### config.mk
export PLATFORM = sky130hd
export DESIGN_NAME = vq_decompressor
export DESIGN_NICKNAME = d
export VERILOG_FILES = /design/src/rtl/vq_pkg.sv /design/src/rtl/vq_codebook_rf.sv /design/src/rtl/vq_decompressor.sv
export SDC_FILE = /design/constraint.sdc
export NUM_CORES = 1
export LEC_CHECK = 0
export ABC_CLOCK_PERIOD_IN_PS = 3700
export CORE_MARGIN = 1.5
export CORE_UTILIZATION = 40
export CTS_CLUSTER_DIAMETER = 80
export DETAILED_ROUTE_END_ITERATION = 16
export GPL_ROUTABILITY_DRIVEN = 0
export REMOVE_ABC_BUFFERS = 1
export SETUP_SLACK_MARGIN = 0.5
export SYNTH_ARGS = -nofsm -noshare
export SYNTH_HDL_FRONTEND = slang
export SYNTH_SLANG_ARGS = --single-unit
### constraint.sdc
create_clock -name clk -period 3.7 [get_ports clk]
set_input_delay 0.74 -clock clk [delete_from_list [all_inputs] [get_ports clk]]
set_output_delay 0.74 -clock clk [all_outputs]
set_load 0.1 [all_outputs]
### src/rtl/vq_pkg.sv
// Shared VQ definitions: geometry, FSM state encoding and word typedefs.
// Used by the compressor controller and by vq_decompressor.
package vq_pkg;
    localparam int DATA_W  = 24;
    localparam int ADDR_W  = 18;
    localparam int IDX_W   = 6;
    localparam int NUM_VEC = 4096;
    localparam int CB_SIZE = 2 ** IDX_W;

    typedef enum logic [2:0] {
        IDLE,
        LOAD_CB,
        DECODE,
        DRAIN,
        FINISH
    } state_t;

    typedef logic [DATA_W-1:0] codeword_t;
    typedef logic [IDX_W-1:0]  tag_t;
endpackage

### src/rtl/vq_codebook_rf.sv
// Codebook register file: CB_SIZE x DATA_W, one synchronous write port and
// one asynchronous read port. Contents are intentionally not reset.
module vq_codebook_rf
    import vq_pkg::*;
(
    input  logic      clk,
    input  logic      i_we,
    input  tag_t      i_wa,
    input  codeword_t i_wd,
    input  tag_t      i_ra,
    output codeword_t o_rd
);
    codeword_t r_mem [CB_SIZE];

    always_ff @(posedge clk) begin
        if (i_we) r_mem[i_wa] <= i_wd;
    end

    assign o_rd = r_mem[i_ra];
endmodule

### src/rtl/vq_decompressor.sv
// VQ decompressor: loads the codebook from RAM_W, then streams tags from RAM_TAG
// through a 2-stage lookup into RAM_OUT. Optional VQ_DECOMP_CHECKSUM_EN adds a write checksum.
module vq_decompressor
    import vq_pkg::*;
(
    input  logic              clk,
    input  logic              rst,
    input  logic              start,
    output logic              RAM_W_OE,
    output logic [ADDR_W-1:0] RAM_W_A,
    input  logic [DATA_W-1:0] RAM_W_Q,
    output logic              RAM_TAG_OE,
    output logic [ADDR_W-1:0] RAM_TAG_A,
    input  logic [DATA_W-1:0] RAM_TAG_Q,
    output logic              RAM_OUT_WE,
    output logic [ADDR_W-1:0] RAM_OUT_A,
    output logic [DATA_W-1:0] RAM_OUT_D,
    output logic              busy,
    output logic              done
`ifdef VQ_DECOMP_CHECKSUM_EN
    ,
    output logic [31:0]       checksum
`endif
);
    state_t              r_state, w_state_nxt;
    logic                r_drain_2nd;
    logic                r_w_oe, r_tag_oe, r_vld_p1, r_out_we, r_cb_we;
    logic [ADDR_W-1:0]   r_w_a, r_tag_a, r_p1_a, r_out_a;
    tag_t                r_cb_wa;
    codeword_t           r_out_d, w_cw;
    logic                r_busy, r_done;
    logic                w_last_cb, w_last_tag, w_run_start;
    logic                w_unused_tag_hi;

    assign w_last_cb       = (r_w_a == ADDR_W'(CB_SIZE - 1));
    assign w_last_tag      = (r_tag_a == ADDR_W'(NUM_VEC - 1));
    assign w_unused_tag_hi = ^RAM_TAG_Q[DATA_W-1:IDX_W];

    always_ff @(posedge clk) begin
        if (rst) begin
            r_state     <= IDLE;
            r_drain_2nd <= 1'b0;
        end else begin
            r_state     <= w_state_nxt;
            r_drain_2nd <= (r_state == DRAIN) && !r_drain_2nd;
        end
    end

    always_comb begin
        w_state_nxt = r_state;
        w_run_start = 1'b0;
        case (r_state)
            IDLE, FINISH: if (start) begin
                w_state_nxt = LOAD_CB;
                w_run_start = 1'b1;
            end
            LOAD_CB: if (w_last_cb)   w_state_nxt = DECODE;
            DECODE:  if (w_last_tag)  w_state_nxt = DRAIN;
            DRAIN:   if (r_drain_2nd) w_state_nxt = FINISH;
            default: w_state_nxt = IDLE;
        endcase
    end

    // Outputs are registered from the next state so each issue lands in the state that owns it.
    always_ff @(posedge clk) begin
        if (rst) begin
            r_w_oe   <= 1'b0;
            r_w_a    <= '0;
            r_tag_oe <= 1'b0;
            r_tag_a  <= '0;
            r_cb_we  <= 1'b0;
            r_cb_wa  <= '0;
            r_vld_p1 <= 1'b0;
            r_p1_a   <= '0;
            r_out_we <= 1'b0;
            r_out_a  <= '0;
            r_out_d  <= '0;
            r_busy   <= 1'b0;
            r_done   <= 1'b0;
        end else begin
            r_w_oe <= (w_state_nxt == LOAD_CB);
            if (w_state_nxt == LOAD_CB)
                r_w_a <= (r_state == LOAD_CB) ? r_w_a + ADDR_W'(1) : '0;
            r_tag_oe <= (w_state_nxt == DECODE);
            if (w_state_nxt == DECODE)
                r_tag_a <= (r_state == DECODE) ? r_tag_a + ADDR_W'(1) : '0;
            r_cb_we  <= r_w_oe;
            r_cb_wa  <= r_w_a[IDX_W-1:0];
            r_vld_p1 <= r_tag_oe;
            r_p1_a   <= r_tag_a;
            r_out_we <= r_vld_p1;
            if (r_vld_p1) begin
                r_out_a <= r_p1_a;
                r_out_d <= w_cw;
            end
            r_busy <= (w_state_nxt == LOAD_CB) || (w_state_nxt == DECODE) ||
                      (w_state_nxt == DRAIN);
            r_done <= (w_state_nxt == FINISH);
        end
    end

    // Last codebook write commits in the first DECODE cycle, before the first lookup.
    vq_codebook_rf u_cb (
        .clk  (clk),
        .i_we (r_cb_we),
        .i_wa (r_cb_wa),
        .i_wd (RAM_W_Q),
        .i_ra (RAM_TAG_Q[IDX_W-1:0]),
        .o_rd (w_cw)
    );

`ifdef VQ_DECOMP_CHECKSUM_EN
    logic [31:0] r_csum;
    always_ff @(posedge clk) begin
        if (rst)              r_csum <= '0;
        else if (w_run_start) r_csum <= '0;
        else if (r_out_we)    r_csum <= r_csum + 32'(r_out_d);
    end
    assign checksum = r_csum;
`endif

    assign RAM_W_OE   = r_w_oe;
    assign RAM_W_A    = r_w_a;
    assign RAM_TAG_OE = r_tag_oe;
    assign RAM_TAG_A  = r_tag_a;
    assign RAM_OUT_WE = r_out_we;
    assign RAM_OUT_A  = r_out_a;
    assign RAM_OUT_D  = r_out_d;
    assign busy       = r_busy;
    assign done       = r_done;
endmodule

## Word level (Yosys, flattened, before mapping)

Memories as Yosys holds them, arrays and structs flattened. A register that Yosys moved wholly into a read port is not among the register bits.
Index checks and enable logic that the tools add are counted.

| cells by class | value |
|---|---|
| reductions and logical operators | 6 |
| eq/ne operators | 10 |
| add/sub/neg operators | 2 |
| multiplexer cells | 9 |

Operator list:

| operator | count |
|---|---|
| 18-bit by 1-bit adder with 18-bit output, second input constant | 2 |
| 18-bit 2-to-1 mux | 2 |
| 18-bit by 12-bit == test with 1-bit output, second input constant | 1 |
| 18-bit by 6-bit == test with 1-bit output, second input constant | 1 |
| 3-bit by 2-bit == test with 1-bit output, second input constant | 4 |
| 3-bit 2-to-1 mux | 4 |
| 3-bit one-hot mux with 4 select lines | 1 |
| 3-bit by 1-bit == test with 1-bit output, second input constant | 2 |
| 3-bit == test, second input constant | 2 |
| 3-bit logical NOT | 1 |
| 1-bit logical OR | 2 |
| 1-bit 2-to-1 mux | 2 |
| 2-bit OR reduction | 1 |
| 1-bit logical AND | 1 |
| 1-bit logical NOT | 1 |

| word-level totals | value |
|---|---|
| logic and storage cells | 42 |
| register bits after elaboration | 89 |
| memory bits (writable) | 1536 |
| memories kept | 1 |

Memory list:

| memory | words | width | read ports | clocked after Yosys merged registers in | wr ports | line | text |
|---|---|---|---|---|---|---|---|
| u_cb.r_mem | 64 | 24 | 1 | 1 | 1 | vq_codebook_rf.sv:13 | `codeword_t r_mem [CB_SIZE];` |

## Longest topological paths before layout

Gate-level depths: netlist of run 1.

| logic depth | value |
|---|---|
| depth after elaboration | 6 |
| gate-level depth with buffers | 9 |
| gate-level depth less buffers | 7 |

## Modules after synthesis

Synthesis of run 1 repeated with hierarchy kept, for this count alone.

| second synthesis, totals | value |
|---|---|
| cell total of the unflattened synthesis | 3059 |
| area, all modules | 63333.2 µm² |

Modules (own cells, without submodules):

| module | times used | cells each | area an instance (µm²) | seq. area each (µm²) |
|---|---|---|---|---|
| vq_codebook_rf | 1 | 2586 | 58815.2 | 46124.2 |
| vq_decompressor | 1 | 473 | 4518.1 | 2262.2 |

## Worst setup path before layout of run 1

No wires, ideal clock.

| timing | value |
|---|---|
| kind | reg-to-reg |
| start point | reg r_cb_wa[3] |
| end point | mem u_cb.r_mem[48][0] (netlist bit), enable pin |
| stages on the path, launching flop included | 5 |
| path buffers | 1 |
| data arrival time | 2473 ps |
| setup time | 435 ps |
| required time | 3265 ps |
| setup slack | 792 ps |
| period minus slack after synthesis | 2908 ps |
| cells stage by stage | dfxtp_1 > clkbuf_1 > nor2b_1 > nand4b_1 > nor3_1 |

RTL lines:

| what | line | text |
|---|---|---|
| start, declared | vq_decompressor.sv:29 | `tag_t r_cb_wa;` |
| start signal, assigned | vq_decompressor.sv:88 | `r_cb_wa <= r_w_a[IDX_W-1:0];` |
| end, declared | vq_codebook_rf.sv:13 |  |

Straight into the memory's write port.

## Worst setup path in the final report of run 1

| timing | value |
|---|---|
| start point | reg r_out_d[22], in the netlist RAM_OUT_D[22], read port of u_cb.r_mem |
| end point | out RAM_OUT_D[22] |

RTL lines:

| what | line | text |
|---|---|---|
| start, declared | vq_decompressor.sv:30 | `codeword_t r_out_d, w_cw;` |
| end, declared | vq_decompressor.sv:17 | `output logic [DATA_W-1:0] RAM_OUT_D,` |

No word-level cell between the ends.

==> flow_metrics.py, run 1 <==
metrics = {
    "outcome": {
        "status": "finished, final reports clean",
    },
    "clock_network": {
        "cts_buffers": 169,
        "cts_sinks": 1649,
        "postCtsSetupBuffers": 0,
        "root_buffer": "clkbuf_16",
        "cts.clk_slew.worst_paths_ns": 0.06,
        "cts_max_path_buffers": 3,
        "clk_latency_ns": 0.82,
        "h-tree-depth": 4,
        "cts_tree": "built",
    },
    "yosys": {
        "ys.flop_type": "edfxtp_1",
        "synthMostInstantiatedCell": "edfxtp_1",
        "synth_commonest_cells": "edfxtp_1, mux2i_1, a22oi_1, mux4_2, nor2_1",
        "netlist.area_leader.share_pct": 73.0,
        "synth_edf_count": 1536,
        "synth_area_per_cell_um2": 18.8,
        "synthDistinctLibCells": 54,
        "synth_area_um2": 63200,
        "ys_top_cells_by_area": "edfxtp_1, mux4_2, mux2i_1",
        "yosysTopAreaCell": "edfxtp_1",
        "ys_async_sr_fraction_pct": 0,
        "ys_seq_area_share_pct": 76.5,
        "ys_warn_count": 0,
        "synthCells": 3370,
        "yosys_register_bits": 1649,
    },
    "critical_path": {
        "cp.arrival_ns": 2.39,
        "path_max_fanout": 2,
        "r2r_cells": 7,
        "crit_chain": "clkdlybuf4s50_1",
        "r2r_start": "RAM_W_A[0]",
        "crit_family": "buffers and inverters",
        "crit_cells": 1,
        "cp-end-kind": "output port",
        "startpoint_type": "flop",
        "worstPathRequired_ns": 2.96,
        "critPathBufInv": 1,
        "rr_endpoint": "RAM_TAG_A[12]",
        "crit_start": "RAM_OUT_D[22]",
        "reg2reg_slack_ns": 1.14,
        "cp_slowest_cell": "clkdlybuf4s50_1",
        "max_stage_delay_ns": 1.17,
        "worstSetupPathType": "reg2out",
    },
    "floorplanning": {
        "num_rows": 145,
        "core_area_um2": 157000,
        "start_util_pct": 40.4,
        "die_area_um2": 160000,
        "ios": 134,
        "die_h_um": 401,
        "die_x_um": 401,
    },
    "timing": {
        "fin_skew_ns": 0.0382,
        "slew_headroom_pct": 19.5,
        "setup_viol": 0,
        "period_needed_ns": 3.13,
        "slew_violations": 0,
        "tightest_slew_ns": 1.21,
        "worst_slack_ns": 0.570,
        "fin_crit_sh_pct": 84.6,
        "rsz0062_at_grt": "no",
        "hold_viol": 0,
        "tns_ns": 0,
        "max_freq_mhz": 320,
    },
    "detailed_routing": {
        "routed_wl_mm": 161,
        "wl_met2_mm": 73.5,
        "wl_met3_mm": 13.7,
        "vias": 33000,
        "drc": 0,
        "dr.pass1.iters": 6,
        "wl_per_cell_um": 27.3,
        "wl_met1_mm": 70.6,
        "first_iter_violations": 3339,
        "dr.max_layer_used": "met5",
        "vias_per_cell": 5.59,
        "ant_nets": 0,
    },
    "hold_path": {
        "hp-class": "in2reg",
        "hold_start": "rst",
        "worstHoldEndpoint": "RAM_OUT_A[12]",
        "min_path_cells": 2,
    },
    "cells_and_area": {
        "fin_util_pct": 46.9,
        "drive_above_1_share_pct": 20.3,
        "fin_cells": 5896,
        "syn2layout_area_growth_pct": 16.2,
        "nets": 3751,
    },
    "power_and_ir_drop": {
        "switching_power_mw": 8.24,
        "powerDensity_nw_per_um2": 522,
        "seq_power_share_pct": 53.2,
        "swShare_pct": 21.5,
        "p_comb_share_pct": 4.6,
        "p_leak_nw": 24.2,
        "power_frac_clock_pct": 42.1,
        "internal-power_mw": 30.1,
        "vdd_ir_drop_max_v": 0.000360,
    },
    "placed_design": {
        "dp.cells": 5585,
        "dp_hpwl_mm": 91.2,
        "io_buffer_count": 115,
        "place_ws_ns": 0.270,
    },
    "global_routing": {
        "overflow": 0,
        "grt_pass1_wl_mm": 230,
        "grt_util_all_layers_pct": 19.8,
        "antenna_found_initial": 10,
        "grt_pass1_vias": 32400,
        "grt_start_max_net_pins": 85,
    },
    "job": {
        "maxCapViolCount": 0,
    },
}
[flip-flops by register name (all words and copies together), names as in the netlist, 3 cells and up]
register and flops:
RAM_TAG_A 18, RAM_OUT_D 24, r_state 3, r_p1_a 18
RAM_OUT_A 18, r_cb_wa 6, u_cb.r_mem 1536, RAM_W_A 18
[final cells by class]
| type | count | area, um^2 |
|---|---|---|
| Antenna cell | 3 | 7.51 |
| Timing Repair Buffer | 354 | 3140 |
| Clock inverter | 76 | 641 |
| Multi-Input combinational cell | 1519 | 14100 |
| Fill cell | 13100 | 83100 |
| Sequential cell | 1649 | 48400 |
| Clock buffer | 232 | 4570 |
| Inverter | 5 | 18.8 |
| Tap cell | 2058 | 2570 |
[cell usage in the layout (no fill, tap or decap), types with 24 or more instances in the layout]
| cell type | netlist | routed |
|---|---|---|
| edfxtp_1 | 1536 | 1536 |
| mux2i_1 | 402 | 402 |
| buf_4 | 18 | 220 |
| mux4_2 | 192 | 192 |
| a22oi_1 | 192 | 192 |
| clkbuf_16 | 0 | 171 |
| nand3_1 | 117 | 117 |
| a21oi_1 | 113 | 113 |
| dfxtp_1 | 113 | 112 |
| nand2_1 | 81 | 81 |
| nor2b_1 | 81 | 79 |
| nor2_2 | 3 | 66 |
| nor2_1 | 124 | 57 |
| nand4_1 | 55 | 55 |
| clkbuf_1 | 103 | 55 |
| clkdlybuf4s50_1 | 0 | 45 |
| clkinv_1 | 0 | 35 |
| dlygate4sd2_1 | 0 | 32 |
| buf_12 | 0 | 29 |
| nor3b_1 | 27 | 26 |
| a221o_1 | 24 | 24 |
| buf_2 | 57 | 24 |
[kinds of logic (layout without fill, tap and decap cells)]
group	count (synthesis)	count (layout)	share of synthesized area, %
compound gates	375	375	4.21
xor+xnor	15	15	0.208
fa+ha+maj	2	2	0.0396
buf+inv	202	667	1.47
flops	1649	1649	76.5
mux	594	594	13.2
other cells	0	3	0
simple gates	533	533	4.34
[power groups by stage]
stage,combinational (mW),sequential (mW),clock [mW]
after floorplan,0.645,20.8,0
after global placement,1.78,20.8,0
after detailed placement,1.80,20.8,0
after CTS,1.80,20.4,16.4
after global routing,1.89,20.4,17.2
final,1.78,20.4,16.2
[routing by layer]
metal  vias to the layer above  global-route usage [%]
met5                         -                       0
met4                         8                    5.15
met3                       196                    5.15
met2                      1159                    30.1
met1                     17300                    28.3
li1                      14300                       -
[how the worst max path moves through the flow]
stage	endpoint	slack, ns
after floorplan	RAM_OUT_D[0]	-1.28
after global placement	RAM_OUT_D[2]	0.30
after detailed placement	RAM_OUT_D[2]	0.27
after CTS	RAM_TAG_A[17]	0.50
after global routing	RAM_OUT_D[22]	0.51
final	RAM_OUT_D[22]	0.57
[metrics by stage]
step	total power, mW	cell area, um^2	hold slack [ns]
3_5_place_dp	22.6	68300	0.459
2_1_floorplan	21.5	62300	0.441
5_1_grt	39.4	73500	0.321
3_3_place_gp	22.6	68300	0.448
6_report	38.3	73500	0.346
4_1_cts	38.6	73500	0.285
[what timing repair did]
item	in CTS	in global routing
setup endpoints to repair	32	2
pin swaps	0	0
gates resized for setup	32	2
hold buffers	0	0
Power figures use the tool's default switching activity.
==> inputs of run 2 (changes only) <==
--- a/config.mk
+++ b/config.mk
@@ -5,7 +5,7 @@
 export SDC_FILE = /design/constraint.sdc
 export NUM_CORES = 1
 export LEC_CHECK = 0
-export ABC_CLOCK_PERIOD_IN_PS = 3700
+export ABC_CLOCK_PERIOD_IN_PS = 2600
 export CORE_MARGIN = 1.5
 export CORE_UTILIZATION = 40
 export CTS_CLUSTER_DIAMETER = 80
==> constraint.sdc (replaced) <==
create_clock -name clk -period 2.6 [get_ports clk]
set_input_delay 0.52 -clock clk [delete_from_list [all_inputs] [get_ports clk]]
set_output_delay 0.52 -clock clk [all_outputs]
set_load 0.1 [all_outputs]
==> run 2 against run 1 <==
Against the previous run:
- clock power up 44%
- hold slack got worse by 0.18 ns
- critical path depth is 6 higher
- count of clock-buffer cells in the layout down 8
- design area grew 4.4%
- critical path type is now reg2reg
==> flow_metrics.py, run 2 (same netlist as run 1, synthesis figures left out) <==
metrics = {
    "outcome": {
        "status": "finished, final reports clean",
    },
    "detailed_routing": {
        "vias": 34000,
        "drc": 0,
        "dr.pass1.iters": 5,
        "vias_per_cell": 5.59,
        "wl_per_cell_um": 27.6,
        "routed_wl_mm": 168,
        "ant_nets": 0,
        "first_iter_violations": 3429,
    },
    "timing": {
        "slew_headroom_pct": 41.6,
        "fin_crit_sh_pct": 81.5,
        "period_needed_ns": 2.12,
        "fin_skew_ns": 0.0691,
        "setup_viol": 0,
        "worst_slack_ns": 0.480,
        "hold_viol": 0,
        "tightest_slew_ns": 0.876,
        "rsz0062_at_grt": "yes",
        "slew_violations": 0,
        "max_freq_mhz": 472,
        "tns_ns": 0,
    },
    "job": {
        "maxCapViolCount": 0,
    },
    "critical_path": {
        "max_stage_delay_ns": 0.47,
        "worstSetupPathType": "reg2reg",
        "crit_chain": "mux4_2 -> nor2b_1 -> a21oi_1 -> buf_4 -> nand4_1 -> buf_4 -> a221o_1",
        "worstPathRequired_ns": 3.30,
        "path_max_fanout": 1,
        "cp_slowest_cell": "mux4_2",
        "cp-end-kind": "flop",
        "startpoint_type": "flop",
        "cp.arrival_ns": 2.82,
        "cpMostUsedCell": "buf_4",
        "crit_family": "multiplexers",
        "critPathBufInv": 2,
    },
    "placed_design": {
        "place_ws_ns": -0.487,
        "io_buffer_count": 115,
        "placed_cell_area_um2": 70700,
        "dp_hpwl_mm": 102,
        "dp.cells": 5751,
    },
    "cells_and_area": {
        "regArea_um2": 48400,
        "nFillCells": 12800,
        "n_antenna_cell": 0,
        "largest_reg_flops": 1536,
        "drive_above_1_share_pct": 27.4,
        "final_cell_mix": "edfxtp_1, mux2i_1, buf_4, mux4_2, a22oi_1",
        "final_common_cell": "edfxtp_1",
        "fin_util_pct": 49.0,
        "nets": 3932,
        "multi_input_area_um2": 14300,
        "fin_cells": 6077,
        "top_register": "u_cb.r_mem",
        "final_area_um2": 76700,
        "syn2layout_area_growth_pct": 21.3,
    },
    "clock_network": {
        "h-tree-depth": 4,
        "hold_buffers": 0,
        "root_buffer": "clkbuf_16",
        "cts_buffers": 170,
        "cts_tree": "built",
        "cts_max_path_buffers": 3,
        "cts_sinks": 1649,
        "clk_latency_ns": 0.82,
        "cts.clk_slew.worst_paths_ns": 0.06,
    },
    "floorplanning": {
        "die_area_um2": 160000,
        "start_util_pct": 40.4,
        "num_rows": 145,
        "die_x_um": 401,
        "core_area_um2": 157000,
        "ios": 134,
        "die_h_um": 401,
    },
    "hold_path": {
        "hp-class": "in2reg",
    },
    "power_and_ir_drop": {
        "powerDensity_nw_per_um2": 722,
        "p_leak_nw": 25.6,
        "vdd_ir_drop_max_v": 0.000602,
    },
    "global_routing": {
        "grt_util_all_layers_pct": 20.7,
        "grt_pass1_wl_mm": 240,
        "antenna_found_initial": 10,
        "grt_start_max_net_pins": 65,
        "overflow": 0,
        "grt_pass1_vias": 33600,
    },
}
run 2: cell count changes in the layout (fill, tap and decap cells not counted), moves of 5 or more:
cell             change
dlygate4sd2_1       -31
clkinv_2             +6
dfxtp_2             +30
dfxtp_1             -31
buf_6               +41
clkdlybuf4s50_1     -42
clkinv_16            +5
clkbuf_1             -9
buf_12             +113
a311oi_1             -5
buf_8               +12
buf_4               +86
a311oi_2             +5
run 2: worst paths after layout:
path                                    startpoint             to  slack [ns]  depth (start not counted)
worst max-delay path            u_cb.r_mem[18][19]  RAM_OUT_D[19]        0.48                          7
worst min-delay path                           rst     r_state[1]        0.17                          2
worst max register to register  u_cb.r_mem[18][19]  RAM_OUT_D[19]        0.48                          7
worst min register to register          r_p1_a[13]  RAM_OUT_A[13]        0.46                          2
run 2: area by class of cell:
type	count	area share, %
Tap cell	2058	3.36
Timing Repair Buffer	532	7.80
Inverter	5	0.0245
Sequential cell	1649	63.2
Clock buffer	224	5.92
Clock inverter	88	1.10
Multi-Input combinational cell	1521	18.6
run 2: metrics by stage:
step                hold slack (ns)  power [mW]
detailed placement            0.461        32.5
finish                        0.167        55.3
global route                  0.158        56.8
floorplan                     0.441        30.5
global placement              0.449        32.5
CTS                           0.107        55.7
run 2: power breakdown:
group	leakage [nW]	internal, mW	switching (mW)
Combinational	8.22	1.17	1.77
Sequential	14.7	29.0	0.0163
Clock	2.61	13.0	10.3
Total	25.6	43.2	12.1
run 2: timing repair:
action | 4_1_cts | 5_1_grt
pin swaps | 6 | 3
setup endpoints to repair | 185 | 294
gates cloned | 2 | 0
buffers inserted | 8 | 4
gates resized for setup | 97 | 48
run 2: metal layers:
| layer | part of all wire (%) | wire length [um] | global-route usage (%) | up-vias |
|---|---|---|---|---|
| met5 | 0.054 | 90 | 0 | - |
| met4 | 1.8 | 3080 | 4.81 | 14 |
| met3 | 7.5 | 12600 | 4.11 | 215 |
| met2 | 47 | 78300 | 32.4 | 1197 |
| met1 | 44 | 73700 | 29.8 | 17800 |
| li1 | - | - | - | 14700 |
==> inputs of run 3 (changes only) <==
--- a/config.mk
+++ b/config.mk
@@ -5,7 +5,7 @@
 export SDC_FILE = /design/constraint.sdc
 export NUM_CORES = 1
 export LEC_CHECK = 0
-export ABC_CLOCK_PERIOD_IN_PS = 2600
+export ABC_CLOCK_PERIOD_IN_PS = 1800
 export CORE_MARGIN = 1.5
 export CORE_UTILIZATION = 40
 export CTS_CLUSTER_DIAMETER = 80
==> constraint.sdc (replaced) <==
create_clock -name clk -period 1.8 [get_ports clk]
set_input_delay 0.36 -clock clk [delete_from_list [all_inputs] [get_ports clk]]
set_output_delay 0.36 -clock clk [all_outputs]
set_load 0.1 [all_outputs]
==> run 3 against run 2 <==
Against the previous run:
- the run now ends with setup timing left
- count of clock-buffer cells in the layout fell by 5
- global-route usage rose by 1.9 points
- critical path type unchanged
- sequential power rose by 44%
- combinational power rose by 55%
- largest cell class unchanged
- via count rose by 7.3%
- highest routed layer unchanged
==> flow_metrics.py, run 3 (same netlist as run 1, synthesis figures left out) <==
metrics = {
    "outcome": {
        "status": "finished, violations left",
        "violations": "setup timing",
    },
    "placed_design": {
        "placed_cell_area_um2": 71900,
        "dp_hpwl_mm": 106,
        "dp.cells": 5784,
        "io_buffer_count": 115,
        "place_ws_ns": -1.22,
    },
    "timing": {
        "tightest_slew_ns": 0.843,
        "setup_viol": 72,
        "period_needed_ns": 2.19,
        "worst_slack_ns": -0.392,
        "slew_headroom_pct": 43.8,
        "fin_skew_ns": 0.0671,
        "fin_crit_sh_pct": 122,
        "max_freq_mhz": 456,
        "hold_viol": 0,
        "slew_violations": 0,
        "rsz0062_at_grt": "yes",
    },
    "power_and_ir_drop": {
        "p_comb_share_pct": 5.6,
        "internal-power_mw": 63.2,
        "p_leak_nw": 28.0,
        "swShare_pct": 22.0,
        "power_frac_clock_pct": 42.7,
        "powerDensity_nw_per_um2": 978,
        "seq_power_share_pct": 51.6,
        "switching_power_mw": 17.9,
        "vdd_ir_drop_max_v": 0.00104,
        "power_mw": 81.1,
    },
    "floorplanning": {
        "start_util_pct": 40.4,
        "core_area_um2": 157000,
        "die_area_um2": 160000,
        "die_x_um": 401,
        "die_h_um": 401,
        "ios": 134,
        "num_rows": 145,
    },
    "cells_and_area": {
        "largest_reg_flops": 1536,
        "nFillCells": 12100,
        "drive_above_1_share_pct": 36.3,
        "top_register": "u_cb.r_mem",
        "final_area_um2": 82900,
        "syn2layout_area_growth_pct": 31.1,
        "fin_cells": 6324,
        "final_cell_mix": "edfxtp_1, mux2i_1, buf_4, buf_12, clkbuf_16",
        "final_common_cell": "edfxtp_1",
        "nets": 4178,
    },
    "global_routing": {
        "antenna_found_initial": 10,
        "grt_start_max_net_pins": 66,
        "grt_pass1_vias": 34800,
        "grt_pass1_wl_mm": 259,
        "overflow": 0,
        "grt_util_all_layers_pct": 22.5,
    },
    "detailed_routing": {
        "vias_per_cell": 5.76,
        "drc": 0,
        "vias": 36400,
        "routed_wl_mm": 190,
        "first_iter_violations": 4758,
        "dr.pass1.iters": 5,
        "ant_nets": 0,
        "wl_per_cell_um": 30.1,
    },
    "critical_path": {
        "cp-end-kind": "flop",
        "rr_endpoint": "RAM_OUT_D[12]",
        "r2r_cells": 6,
        "path_max_fanout": 1,
        "cp.arrival_ns": 2.91,
        "worstPathRequired_ns": 2.51,
        "r2r_start": "u_cb.r_mem[47][12]",
        "reg2reg_slack_ns": -0.39,
        "startpoint_type": "flop",
        "worstSetupPathType": "reg2reg",
    },
    "hold_path": {
        "worstHoldEndpoint": "u_cb.r_mem[62][11]",
        "min_path_cells": 2,
        "hp-class": "in2reg",
        "hold_start": "RAM_W_Q[11]",
    },
    "job": {
        "maxCapViolCount": 0,
    },
    "clock_network": {
        "cts_max_path_buffers": 3,
        "cts_tree": "built",
        "cts_sinks": 1649,
        "h-tree-depth": 4,
        "clk_latency_ns": 0.83,
        "cts.clk_slew.worst_paths_ns": 0.06,
        "root_buffer": "clkbuf_16",
        "cts_buffers": 171,
    },
}
## run 3: worst max path at each step
stage	end	depth (start not counted)	slack [ns]	start
floorplan	RAM_OUT_D[0]	5	-2.80	RAM_TAG_Q[3]
global placement	RAM_OUT_D[15]	8	-1.19	RAM_TAG_Q[0]
detailed placement	RAM_OUT_D[15]	8	-1.22	RAM_TAG_Q[0]
CTS	RAM_OUT_D[12]	7	-0.40	u_cb.r_mem[2][12]
global route	RAM_OUT_D[12]	7	-0.45	u_cb.r_mem[2][12]
finish	RAM_OUT_D[12]	6	-0.39	u_cb.r_mem[47][12]
## run 3: final cells by class
class	instances	area (um^2)	area share (%)
flip-flops and latches	1649	48600	58.6
clock inverters	92	957	1.15
clock buffers	219	4570	5.52
inverters	5	18.8	0.0226
diodes	3	7.51	0.00906
multi-input cells	1522	15400	18.5
well taps	2058	2570	3.11
repair buffers	776	10800	13.0
## run 3: worst max-delay path, stage by stage, from the launching register on
cell	delay, ns
edfxtp_1	0.35
mux4_2	0.57
a22oi_2	0.23
buf_4	0.13
nand4_1	0.30
buf_4	0.27
a221o_1	0.29
## run 3: through the flow
stage | hold slack (ns) | TNS (ns) | utilization, %
detailed placement | 0.459 | -43.28 | 45.9
global placement | 0.446 | -34.82 | 45.9
CTS | 0.0127 | -7.22 | 51.6
finish | 0.0266 | -7.48 | 52.9
global route | 0.0246 | -14.24 | 52.9
floorplan | 0.427 | -833.02 | -
## run 3: what timing repair did
action,in CTS,in global routing
hold buffers,3,0
endpoints found under the setup margin,1704,1706
setup buffers,103,49
gates cloned,39,32
pin swaps,108,85
hold endpoints to repair,29,0
gates resized for setup,412,162
## run 3: layer usage
metal / wire (um) / vias up / global-route usage (%)
met5: 65 / - / 0
met4: 5780 / 8 / 6.21
met3: 18700 / 301 / 4.55
met2: 87400 / 1833 / 34.7
met1: 78200 / 19000 / 32.6
li1: - / 15200 / -
## run 3: power by group through the flow
stage	clock network, mW	registers [mW]	logic (mW)
CTS	35.0	41.9	4.42
global route	36.5	41.8	4.75
global placement	0	42.7	4.13
floorplan	0	42.8	1.33
finish	34.6	41.9	4.57
detailed placement	0	42.7	4.15
